**src/rtl/pmu_sipo_sequencer_if.sv**
```systemverilog
// Host/loader signal bundle for the PMU SIPO sequencer.
// Handshakes: a transfer happens on a rising clk edge where valid and ready are both high;
// ready never depends on valid, and the source must hold valid and its payload steady until it completes.
interface pmu_sipo_sequencer_if #(
  parameter int LEN_WIDTH = 8
);
  logic                 cmd_valid;
  logic                 cmd_ready;
  logic [3:0]           cmd_op;
  logic [LEN_WIDTH-1:0] cmd_len;
  logic                 bit_valid;
  logic                 bit_ready;
  logic                 bit_data;
  logic                 abort;
  logic                 sipo_en;
  logic                 sipo_send;
  logic [3:0]           sipo_instr;
  logic                 sipo_data;
  logic                 busy;
  logic                 done;
  logic                 err;
  logic                 key_locked;

  modport master (
    output cmd_valid, cmd_op, cmd_len, bit_valid, bit_data, abort,
    input  cmd_ready, bit_ready, sipo_en, sipo_send, sipo_instr, sipo_data,
           busy, done, err, key_locked
  );

  modport slave (
    input  cmd_valid, cmd_op, cmd_len, bit_valid, bit_data, abort,
    output cmd_ready, bit_ready, sipo_en, sipo_send, sipo_instr, sipo_data,
           busy, done, err, key_locked
  );
endinterface

```
**src/rtl/pmu_sipo_sequencer.sv**
```systemverilog
// Command-driven sequencer that streams serial bits into the PMU SIPO loader,
// with per-target length limits and a one-time key-load lock.
module pmu_sipo_sequencer #(
  parameter int AES_DATA_WIDTH = 128,
  parameter int MEM_DATA_WIDTH = 32,
  parameter int KEY_DATA_WIDTH = 128,
  parameter int LEN_WIDTH      = 8
) (
  input  logic                 clk,
  input  logic                 rst,
  pmu_sipo_sequencer_if.slave  bus,
  output logic [1:0]           state_dbg
);

  typedef enum logic [1:0] {
    S_IDLE  = 2'd0,
    S_SHIFT = 2'd1,
    S_DONE  = 2'd2
  } state_t;

  state_t               state;
  state_t               state_nxt;
  logic [LEN_WIDTH-1:0] remaining;
  logic [LEN_WIDTH-1:0] limit;
  logic [3:0]           instr_q;
  logic                 err_q;
  logic                 lock_q;
  logic                 cmd_legal;
  logic                 accept_cmd;
  logic                 accept_bit;
  logic                 last_bit;

  always_comb begin
    limit = '0;
    case (bus.cmd_op)
      4'd0, 4'd2: limit = LEN_WIDTH'(AES_DATA_WIDTH);
      4'd1:       limit = LEN_WIDTH'(MEM_DATA_WIDTH);
      4'd3:       limit = LEN_WIDTH'(KEY_DATA_WIDTH);
      default:    limit = '0;
    endcase
  end

  assign cmd_legal  = (bus.cmd_op <= 4'd3) && (bus.cmd_len != '0) && (bus.cmd_len <= limit) &&
                      !((bus.cmd_op == 4'd3) && lock_q);
  assign accept_cmd = (state == S_IDLE) && bus.cmd_valid && cmd_legal;
  // abort blocks acceptance, so an aborted final bit never reaches the loader
  assign accept_bit = (state == S_SHIFT) && bus.bit_valid && !bus.abort;
  assign last_bit   = (remaining == LEN_WIDTH'(1));

  always_ff @(posedge clk or posedge rst) begin
    if (rst) state <= S_IDLE;
    else     state <= state_nxt;
  end

  always_comb begin
    state_nxt = state;
    case (state)
      S_IDLE: begin
        if (accept_cmd) state_nxt = S_SHIFT;
      end
      S_SHIFT: begin
        if (bus.abort)                   state_nxt = S_IDLE;
        else if (accept_bit && last_bit) state_nxt = S_DONE;
      end
      S_DONE:  state_nxt = S_IDLE;
      default: state_nxt = S_IDLE;
    endcase
  end

  always_ff @(posedge clk or posedge rst) begin
    if (rst) begin
      remaining <= '0;
      instr_q   <= '0;
      err_q     <= 1'b0;
      lock_q    <= 1'b0;
    end else begin
      err_q <= ((state == S_IDLE) && bus.cmd_valid && !cmd_legal) ||
               ((state == S_SHIFT) && bus.abort);
      if (accept_cmd) begin
        remaining <= bus.cmd_len;
        instr_q   <= bus.cmd_op;
      end else if (accept_bit) begin
        remaining <= remaining - LEN_WIDTH'(1);
      end else if ((state == S_SHIFT) && bus.abort) begin
        remaining <= '0;
      end
      if ((state == S_DONE) && (instr_q == 4'd3)) lock_q <= 1'b1;
    end
  end

  assign bus.cmd_ready  = (state == S_IDLE);
  assign bus.bit_ready  = (state == S_SHIFT) && !bus.abort;
  assign bus.sipo_en    = accept_bit;
  assign bus.sipo_data  = (state == S_SHIFT) ? bus.bit_data : 1'b0;
  assign bus.sipo_send  = accept_bit && last_bit;
  assign bus.sipo_instr = instr_q;
  assign bus.busy       = (state != S_IDLE);
  assign bus.done       = (state == S_DONE);
  assign bus.err        = err_q;
  assign bus.key_locked = lock_q;
  assign state_dbg      = state;

endmodule
```
**src/flat_wrapper.sv**
```systemverilog
// flat-port wrapper written by rule: the top's interface ports become plain ports
module pmu_sipo_sequencer_flat 
#(
  parameter int AES_DATA_WIDTH = 128,
  parameter int MEM_DATA_WIDTH = 32,
  parameter int KEY_DATA_WIDTH = 128,
  parameter int LEN_WIDTH      = 8
)
  (clk, rst, state_dbg, bus_cmd_valid, bus_cmd_op, bus_cmd_len, bus_bit_valid, bus_bit_data, bus_abort, bus_cmd_ready, bus_bit_ready, bus_sipo_en, bus_sipo_send, bus_sipo_instr, bus_sipo_data, bus_busy, bus_done, bus_err, bus_key_locked);
  pmu_sipo_sequencer_if #(.LEN_WIDTH(LEN_WIDTH)) bus_i ();
  input  logic clk;
  input  logic rst;
  output logic [1:0] state_dbg;
  input wire logic [$bits(bus_i.cmd_valid)-1:0] bus_cmd_valid;
  input wire logic [$bits(bus_i.cmd_op)-1:0] bus_cmd_op;
  input wire logic [$bits(bus_i.cmd_len)-1:0] bus_cmd_len;
  input wire logic [$bits(bus_i.bit_valid)-1:0] bus_bit_valid;
  input wire logic [$bits(bus_i.bit_data)-1:0] bus_bit_data;
  input wire logic [$bits(bus_i.abort)-1:0] bus_abort;
  output wire logic [$bits(bus_i.cmd_ready)-1:0] bus_cmd_ready;
  output wire logic [$bits(bus_i.bit_ready)-1:0] bus_bit_ready;
  output wire logic [$bits(bus_i.sipo_en)-1:0] bus_sipo_en;
  output wire logic [$bits(bus_i.sipo_send)-1:0] bus_sipo_send;
  output wire logic [$bits(bus_i.sipo_instr)-1:0] bus_sipo_instr;
  output wire logic [$bits(bus_i.sipo_data)-1:0] bus_sipo_data;
  output wire logic [$bits(bus_i.busy)-1:0] bus_busy;
  output wire logic [$bits(bus_i.done)-1:0] bus_done;
  output wire logic [$bits(bus_i.err)-1:0] bus_err;
  output wire logic [$bits(bus_i.key_locked)-1:0] bus_key_locked;
  assign bus_i.cmd_valid = bus_cmd_valid;
  assign bus_i.cmd_op = bus_cmd_op;
  assign bus_i.cmd_len = bus_cmd_len;
  assign bus_i.bit_valid = bus_bit_valid;
  assign bus_i.bit_data = bus_bit_data;
  assign bus_i.abort = bus_abort;
  assign bus_cmd_ready = bus_i.cmd_ready;
  assign bus_bit_ready = bus_i.bit_ready;
  assign bus_sipo_en = bus_i.sipo_en;
  assign bus_sipo_send = bus_i.sipo_send;
  assign bus_sipo_instr = bus_i.sipo_instr;
  assign bus_sipo_data = bus_i.sipo_data;
  assign bus_busy = bus_i.busy;
  assign bus_done = bus_i.done;
  assign bus_err = bus_i.err;
  assign bus_key_locked = bus_i.key_locked;
  pmu_sipo_sequencer #(.AES_DATA_WIDTH(AES_DATA_WIDTH), .MEM_DATA_WIDTH(MEM_DATA_WIDTH), .KEY_DATA_WIDTH(KEY_DATA_WIDTH), .LEN_WIDTH(LEN_WIDTH)) u_core (.clk(clk), .rst(rst), .bus(bus_i), .state_dbg(state_dbg));
endmodule
```
**config.mk**
```make
export PLATFORM = sky130hd
export DESIGN_NAME = pmu_sipo_sequencer_flat
export DESIGN_NICKNAME = d
export VERILOG_FILES = /design/src/rtl/pmu_sipo_sequencer_if.sv /design/src/rtl/pmu_sipo_sequencer.sv /design/src/flat_wrapper.sv
export SDC_FILE = /design/constraint.sdc
export NUM_CORES = 1
export LEC_CHECK = 0
export CORE_MARGIN = 2
export CORE_UTILIZATION = 40
export DETAILED_ROUTE_END_ITERATION = 12
export PLACE_DENSITY_LB_ADDON = 0.15
export SYNTH_ARGS = -nofsm -noshare
export SYNTH_HDL_FRONTEND = slang
export SYNTH_SLANG_ARGS = --single-unit
export TNS_END_PERCENT = 50
```
**constraint.sdc**
```tcl
create_clock -name clk -period 1.8 [get_ports clk]
set_clock_uncertainty 0.2 [all_clocks]
set_input_delay 0.27 -clock clk [delete_from_list [all_inputs] [get_ports clk]]
set_output_delay 0.27 -clock clk [all_outputs]
set_load 0.01 [all_outputs]
```
==> metrics.yaml <==
status: "finished, violations left"
syn2layout_area_growth_pct: 78.31
critical-path-top-delay-family: "simple AND/OR/NAND/NOR gates"
dr_total_vias: 1080
die-height_um: 53.08
core_um2: 2255
arrival_ns: 1.54
clock_latency_ns: 0.29
cts_buffer_depth: 2
multi_input_area_um2: 655.6
slew-limit-headroom: 0.7894
yosysWarningCount: 0
synth_top_cells_by_area: "dfrtp_1 42%, nor2_1 5.8%, ha_1 5.2%"
total_power_uw: 1336
yosysTopAreaCell: "dfrtp_1"
path_class: "flop to output pin"
placed_cells: 192
clk_pin_slew_ns: 0.09
fin_ws_ns: -0.2132
drt_first_iter_violations: 28
dp_slack_ns: -0.6524
grt_pass1_wl_um: 4926
die_area_um2: 2817
crit_slowest_cell: "dfrtp_1"
fill_cells: 157
power-per-cell-area_nw_per_um2: 777.9
hold_viol_final: 0
report.final.slew_viol_count: 0
ir_drop_v: 0.0006711
max_freq_ghz: 0.4967
drc_errors: 0
grt_pass1_vias: 1092
grt_max_degree: 17
synth_cell_types: 33
hp-class: "primary input to flop"
end_kind: "output pin"
ios: 33
hpwl_um: 2182
ctsHtreeMaxLevel: 1
syn_area_per_cell_um2: 9.175
rsz0062_at_grt: "true"
place.gp.congestion: 0.8452
cp_slowest_stage_delay_ns: 0.41
initial_core_util: 0.4273
synth-edff-count: 0
critPathBufInv: 1
synth_top_area_frac: 0.4156
synth_nets: 127
drive_gt1_frac: 0.4566
setup_violations: 8
cts_tree: "yes"
yosys_most_used_dff: "dfrtp_1"
drtAntennaViolNets: 0
hold_buffers: 0
synth_cells: 105
antenna_found_initial: 0
wire_per_inst_um: 15.41
numPortBuffers: 32
crit_path_start_kind: "flop"
cts_sinks: 16
nNetsFinal: 196
row_count: 17
tightest_slew_ns: 0.3150
p_leak_uw: 0.0008138
wl_um: 3097
numCtsBuffers: 3
fin_hold_ws_ns: 0.03716
crit_required_ns: 1.33
fin_crit_ns: 2.013
grt_usage: 0.2433
drtPass1Iterations: 4
overflow: 0
die_x_um: 53.08
via_per_inst: 5.373
seq_area_frac_synth: 0.4156
ys_seq_elements: 16
regArea_um2: 400.4
drv_cap: 0
clock-root-buffer: "clkbuf_4"
worstPathCellList: "nor4_4, nand2_1, nor4b_2, buf_2"
crit_fanout: 2
syn_area_um2: 963.4
diodes: 0
async_flop_share: 1.000
violations: "setup timing"
finalSetupTns_ns: -0.4941
finalCritPeriodShare: 1.118
final_cells: 201
==> path summary, 6_finish.rpt <==
check	start	end	slack [ns]	depth (start not counted)
min in group asynchronous	rst	u_core.bus.sipo_instr[1]$_DFFE_PP0P_	0.08	3
max in group asynchronous	rst	u_core.remaining[0]$_DFFE_PP0P_	1.14	3
worst min register to register	u_core.bus.key_locked$_DFFE_PP0P_	u_core.bus.key_locked$_DFFE_PP0P_	0.30	1
worst min-delay path	bus_cmd_len[2]	u_core.remaining[2]$_DFFE_PP0P_	0.04	3
worst max register to register	u_core.bus.key_locked$_DFFE_PP0P_	u_core.bus.sipo_instr[0]$_DFFE_PP0P_	-0.07	5
worst max-delay path	u_core.remaining[2]$_DFFE_PP0P_	bus_sipo_send	-0.21	4
==> cell usage after synthesis, types with 3 or more instances <==
cell type / instances
dfrtp_1: 16
nor2_1: 15
a31oi_1: 7
inv_1: 7
a21oi_1: 6
o21ai_0: 6
nand2_1: 5
nor3_1: 5
ha_1: 4
and2_1: 3
nand3_1: 3
==> flip-flops by register name (all words and copies together), names as in the netlist <==
name                   count
u_core.bus.sipo_instr      4
u_core.bus.key_locked      1
u_core.state_dbg           2
u_core.bus.err             1
u_core.remaining           8
==> cells in the final DEF, fill, tap and decap left out, types with 2 or more instances in the layout <==
cell / Yosys / final
nor2_4: 0 / 2
nor2_1: 15 / 10
a21oi_1: 6 / 5
clkbuf_2: 0 / 3
clkdlybuf4s15_1: 0 / 3
clkdlybuf4s50_1: 0 / 11
nor2_2: 0 / 3
dlygate4sd2_1: 0 / 5
nand3_1: 3 / 3
buf_4: 0 / 29
o211ai_1: 2 / 2
a31oi_1: 7 / 7
nand2_4: 0 / 2
clkbuf_4: 0 / 3
buf_2: 1 / 4
and2_4: 0 / 2
ha_1: 4 / 3
inv_1: 7 / 6
nor4_4: 1 / 2
nand2_1: 5 / 3
nor2b_2: 0 / 2
buf_6: 1 / 10
dfrtp_1: 16 / 16
o22ai_2: 0 / 2
nor3_1: 5 / 4
nand3b_1: 2 / 2
nor4b_2: 0 / 2
o21ai_0: 6 / 6
==> area by class of cell <==
cell class                 count  share of cell area
tap                           28             0.02039
multi-input combinational     80              0.3816
inverter                       7             0.01529
sequential                    16              0.2331
clock buffer                   4             0.02112
timing repair buffer          66              0.3285
==> cells by family after synthesis <==
| family | Yosys count | share of synthesized area |
|---|---|---|
| AO/OA/AOI/OAI | 29 | 0.1935 |
| AND/OR/NAND/NOR | 45 | 0.2675 |
| buffers and inverters | 9 | 0.04416 |
| adder cells (fa/ha/maj) | 4 | 0.05195 |
| flip-flops | 16 | 0.4156 |
| multiplexers | 2 | 0.02727 |
==> tightest hold or removal path: stages <==
cell and delay, ns:
buf_6 0.09, nor2_2 0.09, a31oi_1 0.04
==> per-stage QoR <==
stage / area, um2 / util
CTS: 1657 / 0.7347
finish: 1718 / 0.7619
detailed placement: 1539 / 0.6826
global route: 1718 / 0.7619
global placement: 1539 / 0.6826
floorplan: 982.2 / -
==> metal layers <==
layer | share of wire | global-route usage
met3 | 0.050 | 0.06215
met2 | 0.54 | 0.4438
met4 | 0.0045 | 0.03846
met1 | 0.40 | 0.2890
met5 | 0 | 0
==> power breakdown <==
part / total, uW / internal [uW] / switching (uW)
sequential: 511 / 439 / 72.1
clock: 241 / 123 / 117
combinational: 585 / 319 / 266
total: 1340 / 881 / 455
==> what timing repair did <==
item / 4_1_cts / 5_1_grt
gates cloned: 1 / 0
setup endpoints to repair: 22 / 21
gates resized for setup: 61 / 38
pin swaps: 11 / 13
buffers inserted: 2 / 2
Power figures use the tool's default switching activity.
